[config.mk]
export PLATFORM = sky130hd
export DESIGN_NAME = fifo_rd_stream
export DESIGN_NICKNAME = d
export VERILOG_FILES = /design/src/rtl/fifo_rd_stream.sv
export SDC_FILE = /design/constraint.sdc
export NUM_CORES = 1
export LEC_CHECK = 0
export ABC_CLOCK_PERIOD_IN_PS = 4300
export CAP_MARGIN = 25
export CORE_AREA = 2 2 123 244
export CTS_CLUSTER_DIAMETER = 50
export DETAILED_ROUTE_END_ITERATION = 8
export DIE_AREA = 0 0 125 246
export PLACE_DENSITY = 0.83
export SLEW_MARGIN = 10
export SYNTH_ARGS = -nofsm -noshare
export SYNTH_HDL_FRONTEND = slang
export SYNTH_SLANG_ARGS = --single-unit
[constraint.sdc]
create_clock -name clk -period 4.3 [get_ports clk]
set_input_delay 1.075 -clock clk [delete_from_list [all_inputs] [get_ports clk]]
set_output_delay 1.075 -clock clk [all_outputs]
set_load 0.02 [all_outputs]
[src/rtl/fifo_rd_stream.sv]
// Read-side master for the synchronous FIFO: issues reads against a credit budget, absorbs the
// fixed read latency, and re-presents the words as a valid/ready stream through a skid buffer.

module fifo_rd_stream #(
  parameter int unsigned DATA_W     = 128,
  parameter int unsigned RD_LAT     = 1,
  parameter int unsigned SKID_DEPTH = 2
) (
  input  logic              clk,
  input  logic              rstn,
  input  logic              i_en,
  input  logic              i_flush,
  output logic              o_rden,
  input  logic              i_empty,
  input  logic              i_alm_empty,
  input  logic [DATA_W-1:0] i_rddata,
  output logic              o_valid,
  output logic [DATA_W-1:0] o_data,
  input  logic              i_ready,
  output logic              o_busy,
  output logic [31:0]       o_rd_cnt,
  output logic              o_low_water
);

  localparam int unsigned PtrW = (SKID_DEPTH > 1) ? $clog2(SKID_DEPTH) : 1;
  localparam int unsigned CntW = $clog2(SKID_DEPTH + RD_LAT + 1) + 1;

  if (RD_LAT < 1 || RD_LAT > 3) begin : gen_bad_rd_lat
    $error("fifo_rd_stream: RD_LAT must be in 1..3");
  end
  if (SKID_DEPTH < RD_LAT + 1) begin : gen_bad_skid_depth
    $error("fifo_rd_stream: SKID_DEPTH must be at least RD_LAT+1");
  end

  logic [DATA_W-1:0] mem_q [SKID_DEPTH];
  logic [PtrW-1:0]   rd_ptr_q, wr_ptr_q;
  logic [CntW-1:0]   occ_q;
  logic [RD_LAT-1:0] infl_q, infl_d;
  logic [31:0]       rd_cnt_q;
  logic              low_water_q;

  logic              pop;
  logic              push;
  logic              rden;
  logic [CntW-1:0]   infl_cnt;
  logic [CntW-1:0]   credit_use;

  function automatic logic [PtrW-1:0] ptr_inc(input logic [PtrW-1:0] p);
    return (p == PtrW'(SKID_DEPTH - 1)) ? '0 : p + 1'b1;
  endfunction

  always_comb begin
    infl_cnt = '0;
    for (int i = 0; i < RD_LAT; i++) begin
      infl_cnt = infl_cnt + CntW'(infl_q[i]);
    end
  end

  // Credit counts both stored words and reads still in flight, so every returning word has room.
  assign pop        = (occ_q != '0) & i_ready;
  assign push       = infl_q[RD_LAT-1] & ~i_flush;
  assign credit_use = occ_q - CntW'(pop) + infl_cnt;
  assign rden       = i_en & ~i_empty & ~i_flush & (credit_use < CntW'(SKID_DEPTH));

  always_comb begin
    infl_d    = '0;
    infl_d[0] = rden;
    for (int i = 1; i < RD_LAT; i++) begin
      infl_d[i] = infl_q[i-1];
    end
  end

  always_ff @(posedge clk or negedge rstn) begin
    if (!rstn) begin
      for (int i = 0; i < SKID_DEPTH; i++) begin
        mem_q[i] <= '0;
      end
      rd_ptr_q    <= '0;
      wr_ptr_q    <= '0;
      occ_q       <= '0;
      infl_q      <= '0;
      rd_cnt_q    <= '0;
      low_water_q <= 1'b0;
    end else begin
      low_water_q <= i_alm_empty;
      if (pop) begin
        rd_cnt_q <= rd_cnt_q + 32'd1;
      end
      if (i_flush) begin
        // Returning data from pre-flush reads is dropped by clearing the in-flight bits.
        rd_ptr_q <= '0;
        wr_ptr_q <= '0;
        occ_q    <= '0;
        infl_q   <= '0;
      end else begin
        infl_q <= infl_d;
        if (push) begin
          mem_q[wr_ptr_q] <= i_rddata;
          wr_ptr_q        <= ptr_inc(wr_ptr_q);
        end
        if (pop) begin
          rd_ptr_q <= ptr_inc(rd_ptr_q);
        end
        occ_q <= occ_q + CntW'(push) - CntW'(pop);
      end
    end
  end

  // Gate with rstn so no read can leak out while reset is held.
  assign o_rden      = rden & rstn;
  assign o_valid     = (occ_q != '0);
  assign o_data      = mem_q[rd_ptr_q];
  assign o_busy      = (occ_q != '0) | (|infl_q);
  assign o_rd_cnt    = rd_cnt_q;
  assign o_low_water = low_water_q;

  a_no_rden_when_empty: assert property (@(posedge clk) disable iff (!rstn)
    o_rden |-> !i_empty);

  a_no_overflow: assert property (@(posedge clk) disable iff (!rstn)
    (occ_q + infl_cnt) <= CntW'(SKID_DEPTH));

  a_hold_while_stalled: assert property (@(posedge clk) disable iff (!rstn)
    (o_valid && !i_ready && !i_flush) |=> (o_valid && $stable(o_data)));

endmodule

==> reports/results.ini <==
[layout]
finish.instance_area_sq_mm = 0.01707
final_net_count = 1281
num-fill-cells = 2255
drive_gt1_share_pct = 39.00
seqCellArea_sq_mm = 0.007386
final_cell_mix = mux2_2 (384), clkdlybuf4s50_1 (296), dfrtp_1 (294), clkbuf_16 (27), xnor2_1 (25)
instances_no_fill = 1521
syn_to_final_growth_pct = 33.55
mostFrequentLayoutCell = mux2_2
multi_input_area_sq_mm = 0.005199

[sta]
worst_pin_slew_ns = 0.9095
relSlewSlack_pct = 39.36
hold_violations = 0
rsz0062_at_grt = false
setup_ws_ns = 0.2493
period_minus_slack_ns = 4.051
finalMaxSlewViolations = 0
fmax_ghz = 0.2469
fin_skew_ns = 0.01564
finalCritPeriodShare_pct = 94.20
setup-violations-final = 0
setup_tns_ns = 0

[floorplan]
num_rows = 88
die_height_microns = 246
die-area_sq_mm = 0.03075
io_pins = 299
start_util_pct = 44.31
coreArea_sq_mm = 0.02885
die_x_microns = 125

[flow_run]
cap_violations = 0

[drt]
via_count = 7991
drtIter0Drc = 290
wl_per_cell_microns = 19.85
via_per_inst = 5.254
drc = 0
routed_wl_mm = 30.19
ant_nets = 0
dr.pass1.iters = 4

[cts]
cts_buffers = 27
h-tree-depth = 1
post_cts_buffers = 0
cts_max_path_buffers = 3
cts.clk_slew.worst_paths_ns = 0.06
cts_root_buf = clkbuf_16
tritoncts = done
clock_latency_ns = 0.53
cts.sinks = 295

[setup_path]
r2r_slack_ns = 2.06
cp_max_fo = 3
critical_path_arrival_ns = 2.98
start_kind = primary input
worstSetupEndpointType = output port
critPathRequiredTime_ns = 3.22
crit_type = primary input to output port

[synth]
synth_top_area_cell = dfrtp_1
async_reset_ff_share_pct = 100.0
syn_nets = 985
seq_area_frac_synth_pct = 57.76
synthCells = 846
yosys_warnings = 0
synth_top_area_share_pct = 57.76
syn_area_per_cell_sq_um = 15.11
synth_area_sq_mm = 0.01278
ys_seq_elements = 295
synth_cell_types = 29
synth_edf_count = 0
synth.area.top_cells = dfrtp_1 (58%), mux2_2 (34%), xnor2_1 (1.7%), buf_2 (1.1%), xor2_1 (0.82%)
synth_ff_type = dfrtp_1

[grt]
grt_pass1_vias = 9057
grt_pass1_wl_mm = 48.71
grt_overflow_total = 0
grt_max_degree = 165
grt_usage_pct = 19.65
antenna_found_initial = 2

[pwr]
static-leakage-power_uw = 0.007713
power_uw = 11480
cellPowerDensity_mw_per_mm2 = 672.7
vdd_drop_max_mv = 0.4619

[placed_design]
dp_cells = 1472
dp_hpwl_mm = 20.68
gp_congestion = 0.8292
place_ws_ns = -0.2224
placed_cell_area_sq_mm = 0.01620
port_buffers = 298

[run_status]
outcome = finished, final reports clean

[hold_path]
hold_path_class = register to register

==> cell usage after synthesis, types with 2 or more instances <==
| master | instances |
|---|---|
| dfrtp_1 | 295 |
| ha_1 | 2 |
| xor2_1 | 12 |
| nor2b_1 | 3 |
| and4_1 | 2 |
| inv_1 | 2 |
| nor2_1 | 9 |
| xnor2_1 | 25 |
| and3_1 | 5 |
| and2_1 | 5 |
| clkbuf_1 | 15 |
| buf_2 | 28 |
| mux2_2 | 384 |
| nand2_1 | 19 |
| nor4_2 | 3 |
| nand4_1 | 14 |
| nand3_1 | 9 |
| fa_1 | 2 |
| nor3_2 | 2 |
==> flip-flops by register name (all words and copies together) (netlist names) <==
name	cells
mem_q	256
occ_q	3
o_rd_cnt	32
rd_ptr_q	1
infl_q	1
o_low_water	1
wr_ptr_q	1
==> final timing paths <==
| path | to | depth (start not counted) | start |
|---|---|---|---|
| max | o_rden | 8 | i_ready |
| min | o_rd_cnt[29] | 1 | o_rd_cnt[29] |
| max reg2reg | occ_q[2] | 8 | occ_q[1] |
| min reg2reg | o_rd_cnt[29] | 1 | o_rd_cnt[29] |
| max in group asynchronous | mem_q[94] | 3 | rstn |
| min in group asynchronous | mem_q[18] | 2 | rstn |
==> kinds of logic after synthesis <==
group,Yosys count,synth area share (%)
flip-flops,295,57.76
multiplexers,384,33.83
buffers and inverters,46,1.684
XOR/XNOR,37,2.535
adder cells (fa/ha/maj),4,0.5090
AO/OA/AOI/OAI,1,0.05876
AND/OR/NAND/NOR,79,3.622
==> repair_timing <==
item	4_1_cts	5_1_grt
endpoints found under the setup margin	1	1
gates resized for setup	1	2
hold buffers	0	0
==> layer usage <==
| layer | GRT usage, % | up-vias | share of wire, % |
|---|---|---|---|
| li1 | - | 3597 | - |
| met1 | 20.27 | 4102 | 34 |
| met2 | 38.24 | 229 | 57 |
| met3 | 3.496 | 63 | 4.6 |
| met4 | 8.497 | 0 | 4.3 |
| met5 | 0 | - | 0 |
==> metrics by stage <==
stage	utilization (%)	hold WS, ns
after floorplan	-	0.4737
after global placement	56.12	0.4749
after detailed placement	56.14	0.4756
after CTS	59.07	0.4965
after global routing	59.17	0.5104
final	59.17	0.4960
==> power breakdown <==
group	leakage [uW]	switching [uW]	internal [uW]	total, uW
sequential	0.00390	464	3640	4110
combinational	0.00340	2270	2780	5050
clock	0.000416	1040	1290	2330
total	0.00771	3780	7710	11500
==> worst max-delay path: stages <==
cell and delay, ns:
clkdlybuf4s50_1 0.54, xor2_1 0.18, nand2_1 0.09, fa_1 0.49, nand4bb_1 0.11, nor2_1 0.14
and2_1 0.16, clkbuf_2 0.19
==> cell type report <==
type	instances	area share (%)
Tap cell	360	2.639
Inverter	2	0.04398
Antenna cell	2	0.02932
Clock inverter	11	0.5864
Clock buffer	35	4.369
Sequential cell	295	43.27
Multi-Input combinational cell	505	30.46
Timing Repair Buffer	311	18.60
(Power assumes the default switching activity.)
